$ cat src/rtl/post_code_pkg.sv
// Shared constants for the POST-code snoop/readback block: default I/O ports,
// the value returned by a data read on an empty history, and status bit layout.
package post_code_pkg;

   localparam logic [19:0] POST_ADDR_DEFAULT   = 20'h00080;
   localparam logic [19:0] STATUS_ADDR_DEFAULT = 20'h003DE;
   localparam logic [19:0] DATA_ADDR_DEFAULT   = 20'h003DF;
   localparam int          DEPTH_LOG2_DEFAULT  = 4;

   localparam logic [7:0]  EMPTY_READ_VALUE    = 8'hFF;

   // Status byte: {ovf, full, empty, count[4:0]}
   localparam int ST_OVF_BIT   = 7;
   localparam int ST_FULL_BIT  = 6;
   localparam int ST_EMPTY_BIT = 5;
   localparam int ST_COUNT_W   = 5;

endpackage

$ cat src/rtl/post_code_readback_if.sv
// ISA front-end signals seen by the POST-code readback block.
// The host side (master) drives address/strobes/data; the card (slave) returns read data and its enable.
interface post_code_readback_if;

   logic        isa_addr_en;
   logic        isa_io_write;
   logic        isa_io_read;
   logic [19:0] isa_addr;
   logic [7:0]  isa_data;
   logic [7:0]  isa_data_out;
   logic        isa_data_oe;

   modport master (
      output isa_addr_en, isa_io_write, isa_io_read, isa_addr, isa_data,
      input  isa_data_out, isa_data_oe
   );

   modport slave (
      input  isa_addr_en, isa_io_write, isa_io_read, isa_addr, isa_data,
      output isa_data_out, isa_data_oe
   );

endinterface

$ cat src/rtl/post_code_fifo.sv
// History ring buffer. A push into a full buffer overwrites the oldest entry and
// reports ovf_evt; a simultaneous push and pop never overflows.
module post_code_fifo #(
   parameter int DEPTH_LOG2 = 4
) (
   input  logic                  clk,
   input  logic                  reset,
   input  logic                  push,
   input  logic                  pop,
   input  logic [7:0]            din,
   output logic [7:0]            dout,
   output logic [DEPTH_LOG2:0]   count,
   output logic                  full,
   output logic                  empty,
   output logic                  ovf_evt
);

   localparam int DEPTH = 1 << DEPTH_LOG2;

   logic [7:0]            mem [DEPTH];
   logic [DEPTH_LOG2-1:0] wr_ptr;
   logic [DEPTH_LOG2-1:0] rd_ptr;
   logic                  do_pop;

   assign full    = (count == (DEPTH_LOG2+1)'(DEPTH));
   assign empty   = (count == '0);
   assign dout    = mem[rd_ptr];
   assign do_pop  = pop & ~empty;
   assign ovf_evt = push & ~pop & full;

   // Contents are intentionally left unreset; emptiness is tracked by count.
   always_ff @(posedge clk) begin
      if (push) mem[wr_ptr] <= din;
   end

   always_ff @(posedge clk) begin
      if (reset) begin
         wr_ptr <= '0;
         rd_ptr <= '0;
         count  <= '0;
      end else begin
         if (push) wr_ptr <= wr_ptr + 1'b1;
         if (do_pop || ovf_evt) rd_ptr <= rd_ptr + 1'b1;
         // Push+pop on empty keeps the byte and loses the pop, so count goes to 1.
         if (push && !do_pop && !full) count <= count + 1'b1;
         else if (do_pop && !push)     count <= count - 1'b1;
      end
   end

endmodule

$ cat src/rtl/post_code_readback.sv
// POST-code snoop with host readback: decodes ISA I/O cycles, acts on strobe trailing
// edges, keeps a sticky overflow flag and muxes status/history onto the read data path.
module post_code_readback
   import post_code_pkg::*;
#(
   parameter logic [19:0] POST_ADDR   = POST_ADDR_DEFAULT,
   parameter logic [19:0] STATUS_ADDR = STATUS_ADDR_DEFAULT,
   parameter logic [19:0] DATA_ADDR   = DATA_ADDR_DEFAULT,
   parameter int          DEPTH_LOG2  = DEPTH_LOG2_DEFAULT
) (
   input  logic                 clk,
   input  logic                 reset,
   post_code_readback_if.slave  bus,
   output logic [DEPTH_LOG2:0]  fifo_count
);

   logic       wr_cs, rd_st, rd_dt;
   logic       wr_q, st_q, dt_q;
   logic [7:0] data_q;
   logic       push_evt, pop_evt, st_evt;
   logic       ovf;
   logic [7:0] head;
   logic       full, empty, ovf_evt;
   logic [7:0] status;

   assign wr_cs = (bus.isa_addr == POST_ADDR)   & ~bus.isa_addr_en & ~bus.isa_io_write;
   assign rd_st = (bus.isa_addr == STATUS_ADDR) & ~bus.isa_addr_en & ~bus.isa_io_read;
   assign rd_dt = (bus.isa_addr == DATA_ADDR)   & ~bus.isa_addr_en & ~bus.isa_io_read;

   // Strobes are slow relative to clk; a single register stage is the edge detector.
   always_ff @(posedge clk) begin
      if (reset) begin
         wr_q   <= 1'b0;
         st_q   <= 1'b0;
         dt_q   <= 1'b0;
         data_q <= 8'h00;
      end else begin
         wr_q   <= wr_cs;
         st_q   <= rd_st;
         dt_q   <= rd_dt;
         data_q <= bus.isa_data;
      end
   end

   assign push_evt = wr_q & ~wr_cs;
   assign pop_evt  = dt_q & ~rd_dt;
   assign st_evt   = st_q & ~rd_st;

   post_code_fifo #(.DEPTH_LOG2(DEPTH_LOG2)) u_fifo (
      .clk     (clk),
      .reset   (reset),
      .push    (push_evt),
      .pop     (pop_evt),
      .din     (data_q),
      .dout    (head),
      .count   (fifo_count),
      .full    (full),
      .empty   (empty),
      .ovf_evt (ovf_evt)
   );

   // A fresh overflow outranks the clear from a status read in the same clk.
   always_ff @(posedge clk) begin
      if (reset)        ovf <= 1'b0;
      else if (ovf_evt) ovf <= 1'b1;
      else if (st_evt)  ovf <= 1'b0;
   end

   always_comb begin
      status                   = 8'h00;
      status[ST_OVF_BIT]       = ovf;
      status[ST_FULL_BIT]      = full;
      status[ST_EMPTY_BIT]     = empty;
      status[ST_COUNT_W-1:0]   = ST_COUNT_W'(fifo_count);
   end

   always_comb begin
      bus.isa_data_out = 8'h00;
      if (rd_st)      bus.isa_data_out = status;
      else if (rd_dt) bus.isa_data_out = empty ? EMPTY_READ_VALUE : head;
   end

   assign bus.isa_data_oe = (rd_st | rd_dt) & ~reset;

endmodule

$ cat src/flat_wrapper.sv
// flat-port wrapper written by rule: the top's interface ports become plain ports
module post_code_readback_flat import post_code_pkg::*;
#(
   parameter logic [19:0] POST_ADDR   = POST_ADDR_DEFAULT,
   parameter logic [19:0] STATUS_ADDR = STATUS_ADDR_DEFAULT,
   parameter logic [19:0] DATA_ADDR   = DATA_ADDR_DEFAULT,
   parameter int          DEPTH_LOG2  = DEPTH_LOG2_DEFAULT
)
  (clk, reset, fifo_count, bus_isa_addr_en, bus_isa_io_write, bus_isa_io_read, bus_isa_addr, bus_isa_data, bus_isa_data_out, bus_isa_data_oe);
  post_code_readback_if bus_i ();
  input  logic clk;
  input  logic reset;
  output logic [DEPTH_LOG2:0] fifo_count;
  input wire logic [$bits(bus_i.isa_addr_en)-1:0] bus_isa_addr_en;
  input wire logic [$bits(bus_i.isa_io_write)-1:0] bus_isa_io_write;
  input wire logic [$bits(bus_i.isa_io_read)-1:0] bus_isa_io_read;
  input wire logic [$bits(bus_i.isa_addr)-1:0] bus_isa_addr;
  input wire logic [$bits(bus_i.isa_data)-1:0] bus_isa_data;
  output wire logic [$bits(bus_i.isa_data_out)-1:0] bus_isa_data_out;
  output wire logic [$bits(bus_i.isa_data_oe)-1:0] bus_isa_data_oe;
  assign bus_i.isa_addr_en = bus_isa_addr_en;
  assign bus_i.isa_io_write = bus_isa_io_write;
  assign bus_i.isa_io_read = bus_isa_io_read;
  assign bus_i.isa_addr = bus_isa_addr;
  assign bus_i.isa_data = bus_isa_data;
  assign bus_isa_data_out = bus_i.isa_data_out;
  assign bus_isa_data_oe = bus_i.isa_data_oe;
  post_code_readback #(.POST_ADDR(POST_ADDR), .STATUS_ADDR(STATUS_ADDR), .DATA_ADDR(DATA_ADDR), .DEPTH_LOG2(DEPTH_LOG2)) u_core (.clk(clk), .reset(reset), .bus(bus_i), .fifo_count(fifo_count));
endmodule
$ cat config.mk
export PLATFORM = sky130hd
export DESIGN_NAME = post_code_readback_flat
export DESIGN_NICKNAME = d
export VERILOG_FILES = /design/src/rtl/post_code_pkg.sv /design/src/rtl/post_code_readback_if.sv /design/src/rtl/post_code_fifo.sv /design/src/rtl/post_code_readback.sv /design/src/flat_wrapper.sv
export SDC_FILE = /design/constraint.sdc
export NUM_CORES = 1
export LEC_CHECK = 0
export ABC_AREA = 1
export BUFFER_PORTS_ARGS = -buffer_cell sky130_fd_sc_hd__buf_4
export CORE_MARGIN = 2
export CORE_UTILIZATION = 39
export DETAILED_ROUTE_END_ITERATION = 16
export GPL_ROUTABILITY_DRIVEN = 0
export PLACE_DENSITY = 0.59
export SYNTH_ARGS = -nofsm -noshare
export SYNTH_HDL_FRONTEND = slang
export SYNTH_SLANG_ARGS = --single-unit
$ cat constraint.sdc
create_clock -name clk -period 2 [get_ports clk]
set_clock_uncertainty 0.05 [all_clocks]
set_input_delay 0.2 -clock clk [delete_from_list [all_inputs] [get_ports clk]]
set_output_delay 0.2 -clock clk [all_outputs]
set_load 0.01 [all_outputs]
# Word level (Yosys, flattened, before mapping)

Memories as Yosys holds them, arrays and structs flattened. A register that Yosys moved wholly into a read port is not among the register bits.
Cells that the tools add are included.

Shift operators: 0
Multipliers: 0
Mux-type cells: 11
Reductions and logical operators: 10
Bitwise logic cells: 23
Divide/modulo/power cells: 0
Eq/ne operators: 4
Order comparisons: 0
Add/sub/neg operators: 4

Operators with widths:

| cell                                                                    | number |
|---|---|
| 20-bit by 10-bit equality test with 1-bit output, second input constant | 2 |
| 8-bit 2-to-1 mux                                                        | 3 |
| 20-bit by 8-bit equality test with 1-bit output, second input constant  | 1 |
| 1-bit bitwise AND                                                       | 13 |
| 5-bit 2-to-1 mux                                                        | 2 |
| 1-bit inverter                                                          | 9 |
| 4-bit by 1-bit adder with 4-bit output, second input constant           | 2 |
| 4-bit 2-to-1 mux                                                        | 2 |
| 5-bit by 1-bit adder with 5-bit output, second input constant           | 1 |
| 5-bit equality test, second input constant                              | 1 |
| 5-bit zero test                                                         | 1 |
| 5-bit by 1-bit subtractor with 5-bit output, second input constant      | 1 |
| 1-bit 2-to-1 mux                                                        | 4 |
| 2-bit nonzero test                                                      | 2 |
| 1-bit logical AND                                                       | 3 |
| 1-bit zero test                                                         | 3 |
| 1-bit logical OR                                                        | 1 |
| 1-bit bitwise OR                                                        | 1 |

Memory bits (read-only): 0
RAM bits: 128
Logic and storage cells: 61
Memories kept: 1
Register bits: 25
Latch bits: 0

Memories:

| memory            | depth | bits a word | read ports | clocked after memory_dff | wr ports | RTL line             | text |
|---|---|---|---|---|---|---|---|
| u_core.u_fifo.mem | 16    | 8           | 1          | 1                        | 1        | post_code_fifo.sv:20 | `logic [7:0] mem [DEPTH];` |

# Longest topological paths before layout

Depth after elaboration: 11
Depth in mapped cells: 16
Mapped depth without buffers: 16

# Hierarchy

From an unflattened synthesis, not the netlist that was laid out.

Cell total of the unflattened synthesis: 598
Area total of the unflattened synthesis: 6,673.9 µm²

By module, submodules not included:

| module             | cells each | sequential area each (µm²) | area an instance (µm²) | times used |
|---|---|---|---|---|
| post_code_fifo     | 493        | 4,184.0                    | 5,972.0                | 1 |
| post_code_readback | 105        | 240.2                      | 701.9                  | 1 |

# Worst setup path after synthesis

Ideal clock, no wire load.

Path kind: register to register
Start: register u_core.u_fifo.count[1]
End: register u_core.u_fifo.count[4]
Arrival time: 2.078 ns
Path slack: -0.243 ns
Setup time: 0.115 ns
Stages on the path, launching flop included: 15
Cells stage by stage: dfxtp_1 inv_1 nand3_4 nor2_2 inv_2 nand3_4 nand2_4 ha_1 a21o_1 a31oi_1 inv_1 nand2_2 nand3_2 nand2_1 nor2_1

Word-level cells in the longest chain between the ends: 7
Elaborated cells between the ends (all ways): 14
Classes of those cells: 2 x add/sub; 1 x eq/ne; 2 x mux; 2 x bitwise; 7 x reduce/logical

Ends and longest elaborated chain:

| what                                                                                                | RTL line             | text |
|---|---|---|
| start: declaration                                                                                  | post_code_fifo.sv:12 | `output logic [DEPTH_LOG2:0] count,` |
| start signal: assignment                                                                            | post_code_fifo.sv:45 | `if (push && !do_pop && !full) count <= count + 1'b1;` |
| start signal: assignment                                                                            | post_code_fifo.sv:46 | `else if (do_pop && !push) count <= count - 1'b1;` |
| parallel branches: the longest is 7 deep, another holds 5-bit by 1-bit subtractor with 5-bit output | --                   |  |

Several ways; the timed one is not identified. The select of a mux whose other input is x is not followed.
A chain may end at the register's enable or synchronous reset.

==> impl_metrics.csv <==
group,metric,value,unit
power_and_ir_drop,cellPowerDensity,843,nW/um^2
logic_synthesis,synth_nets,621,
floorplan,num_rows,47,
route,drt_iter0_drc,432,
global_routing,grt_antenna_before_repair,0,
cts,clkSinkCount,157,
logic_synthesis,synth_ff_type,"edfxtp_1",
logic_synthesis,syn_area,6630,sq um
worst_hold_path,min_to,"u_core.wr_q",
setup_path,crit_required,1.75,ns
final_layout,final_nets,716,
place,placed_area,7500,sq um
logic_synthesis,yosysUniqueCellTypes,36,
timing,setup_tns,-2.13,ns
route,wl_per_cell,18.3,um
setup_path,crit_type,"reg -> out",
route,post-route-drc-count,0,
route,drt-total-wl,16600,um
logic_synthesis,ys_seq_elements,157,
final_layout,nFillCells,1445,
setup_path,reg2reg_depth,14,
cts,h-tree-depth,4,
logic_synthesis,synth_warnings,0,
cts,clk_latency,0.42,ns
status,violations,"negative setup slack",
timing,max_freq,437,MHz
floorplan,die_y,134,um
floorplan,start_util,40.0,%
power_and_ir_drop,vdd_ir_drop_max,573,uV
setup_path,r2r-end,"u_core.u_fifo.count[4]",
final_layout,num_antenna_cells,0,
worst_hold_path,min-delay-start,"bus_isa_addr[0]",
final_layout,drive_gt1_share,28.7,%
setup_path,crit_fanout,12,
cts,cts_tree,"yes",
global_routing,grt_pass1_wl,25800,um
timing,tightestPinTransition,0.944,ns
logic_synthesis,yosysSeqAreaShare,66.8,%
floorplan,die_w,134,um
logic_synthesis,netlist.area_leader.share,58.0,%
job,cap_viol_max_count,0,
logic_synthesis,synth_top_cell_by_area,"edfxtp_1",
final_layout,multi_input_comb_area,2130,sq um
timing,hold_viol,0,
final_layout,syn_to_final_growth,29.9,%
timing,slew_violations,0,
setup_path,critPathArrivalTime,2.04,ns
cts,clock-root-buffer,"clkbuf_16",
final_layout,fin_cells,907,
timing,setup_slack,-0.287,ns
setup_path,endpoint_kind,"output port",
timing,fin_crit_sh,114,%
setup_path,r2r_start,"u_core.u_fifo.count[3]",
floorplan,pin_count,47,
route,met3_length,693,um
setup_path,ff2ff_setup_slack,0.03,ns
route,route.antenna.remaining_nets,0,
route,drt-vias-per-instance,5.27,
route,met1Wirelength,7310,um
logic_synthesis,synthTopCellsByArea,"edfxtp_1 58%, dfxtp_1 8.8%, nor2_1 6.9%, o21ai_0 5.1%, nand3_1 2.8%",
logic_synthesis,synth_edf_count,128,
timing,fin_crit,2.29,ns
logic_synthesis,synth_common_cells,"128 x edfxtp_1, 122 x nor2_1, 68 x o21ai_0",
global_routing,grt-ovfl-total,0,
timing,timing.slew.headroom,36.8,%
route,highest_layer,"met4",
floorplan,fp.dieArea,18000,sq um
place,io_buffers,46,
cts,clockBufferDepth,2,
setup_path,cp-start-kind,"flop",
global_routing,groute.usage.overall,19.1,%
floorplan,core,16600,sq um
final_layout,seq_area,4440,sq um
timing,setup_violations,8,
logic_synthesis,async_flop_share,0,%
worst_hold_path,min_path_cells,4,
route,wl_met2,8170,um
global_routing,grt_pass1_vias,4855,
timing,rsz0062_at_grt,"yes",
final_layout,fin_util,51.9,%
global_routing,grt_max_degree,20,
worst_hold_path,hp-class,"in -> reg",
place,dp_hpwl,11000,um
power_and_ir_drop,p_leak,0.00305,uW
status,run_status,"complete, but fails checks",
logic_synthesis,syn_inst,579,
cts,cts_buffers,17,
route,first_pass_iters,5,
route,num_vias,4779,
place,pre_cts_ws,-0.157,ns
place,dp.cells,858,
logic_synthesis,syn_area_per_cell,11.4,sq um
final_layout,final_area,8610,sq um
logic_synthesis,yosysMostFrequentCell,"edfxtp_1",
cts,clk_pin_slew,0.06,ns
## sequential cells by signal (all words and copies together), names as in the netlist, named ones only
register / count
u_core.wr_q: 1
u_core.u_fifo.mem: 128
u_core.st_q: 1
u_core.u_fifo.count: 5
u_core.data_q: 8
u_core.u_fifo.rd_ptr: 4
u_core.u_fifo.wr_ptr: 4
u_core.ovf: 1
u_core.dt_q: 1
## cells in the final DEF (no fill, tap or decap), types with 4 or more instances in the layout
| cell type | instances |
|---|---|
| edfxtp_1 | 128 |
| nor2_1 | 115 |
| buf_4 | 79 |
| o21ai_0 | 47 |
| nand2_1 | 38 |
| inv_1 | 28 |
| nand3_1 | 28 |
| dfxtp_1 | 23 |
| o21ai_1 | 22 |
| o221ai_1 | 18 |
| clkbuf_16 | 18 |
| nor2_2 | 12 |
| nand3_2 | 10 |
| a21oi_1 | 10 |
| o21ai_2 | 8 |
| nand2_2 | 8 |
| dlygate4sd3_1 | 8 |
| o211ai_1 | 7 |
| ha_1 | 6 |
| buf_12 | 6 |
| bufinv_16 | 5 |
| inv_6 | 5 |
| nand3_4 | 4 |
| dfxtp_4 | 4 |
## kinds of logic (layout without fill, tap and decap cells)
group                      count (synthesis)  after routing  synth area share (%)
adders and majority gates                  9              9                  1.81
AOI/OAI and AO/OA                        123            123                  11.0
xor gates and xnor gates                   3              3                 0.397
and+or+nand+nor                          228            228                  16.2
DFF                                      157            157                  66.8
buffers and inverters                     59            167                  3.78
## report_power, final
group	switching, uW	internal, uW
logic	44.4	67.8
registers	42.7	3530
clock network	1330	2240
total	1410	5840
## critical path, stage by stage, from the launching register on
cell	delay, ns
dfxtp_4	0.48
buf_8	0.17
buf_16	0.14
o21ai_0	0.11
o221ai_1	0.17
nand3_1	0.13
nand3_2	0.13
nand2_2	0.07
o21ai_2	0.07
buf_4	0.14
## routing by layer
layer,up-vias,track usage (%)
met2,156,31.3
li1,2262,-
met1,2328,24.8
met4,0,9.24
met5,-,0
met3,33,3.21
## worst max path at each step
stage                            from                      to  cells after the start
2_1_floorplan  u_core.u_fifo.count[3]  u_core.u_fifo.count[4]                     14
3_3_place_gp         bus_isa_addr[17]  u_core.u_fifo.count[4]                     15
3_5_place_dp         bus_isa_addr[17]  u_core.u_fifo.count[4]                     15
4_1_cts                          flop     bus_isa_data_out[4]                      9
5_1_grt                          flop     bus_isa_data_out[4]                      9
6_report                         flop     bus_isa_data_out[4]                      9
## metrics by stage
step                      hold WS, ns  power (uW)
after floorplan                 0.257        3650
after global placement          0.350        3740
after detailed placement        0.371        3740
after CTS                     0.00922        7290
after global routing           0.0428        7450
final                          0.0239        7250
## final cells by class
class	instances	share of cell area, %
flip-flops and latches	157	51.6
multi-input cells	363	24.8
repair buffers	101	11.0
clock buffers	17	4.94
well taps	220	3.20
clock inverters	15	2.72
inverters	33	1.61
repair inverters	1	0.131
## what timing repair did
item,CTS,global route
gates cloned,4,2
pin swaps,9,23
endpoints found under the hold margin,8,0
setup buffers,3,1
resized for setup,33,41
hold buffers,8,0
endpoints found under the setup margin,9,15
Note: power is estimated with default switching activity, not from simulation.
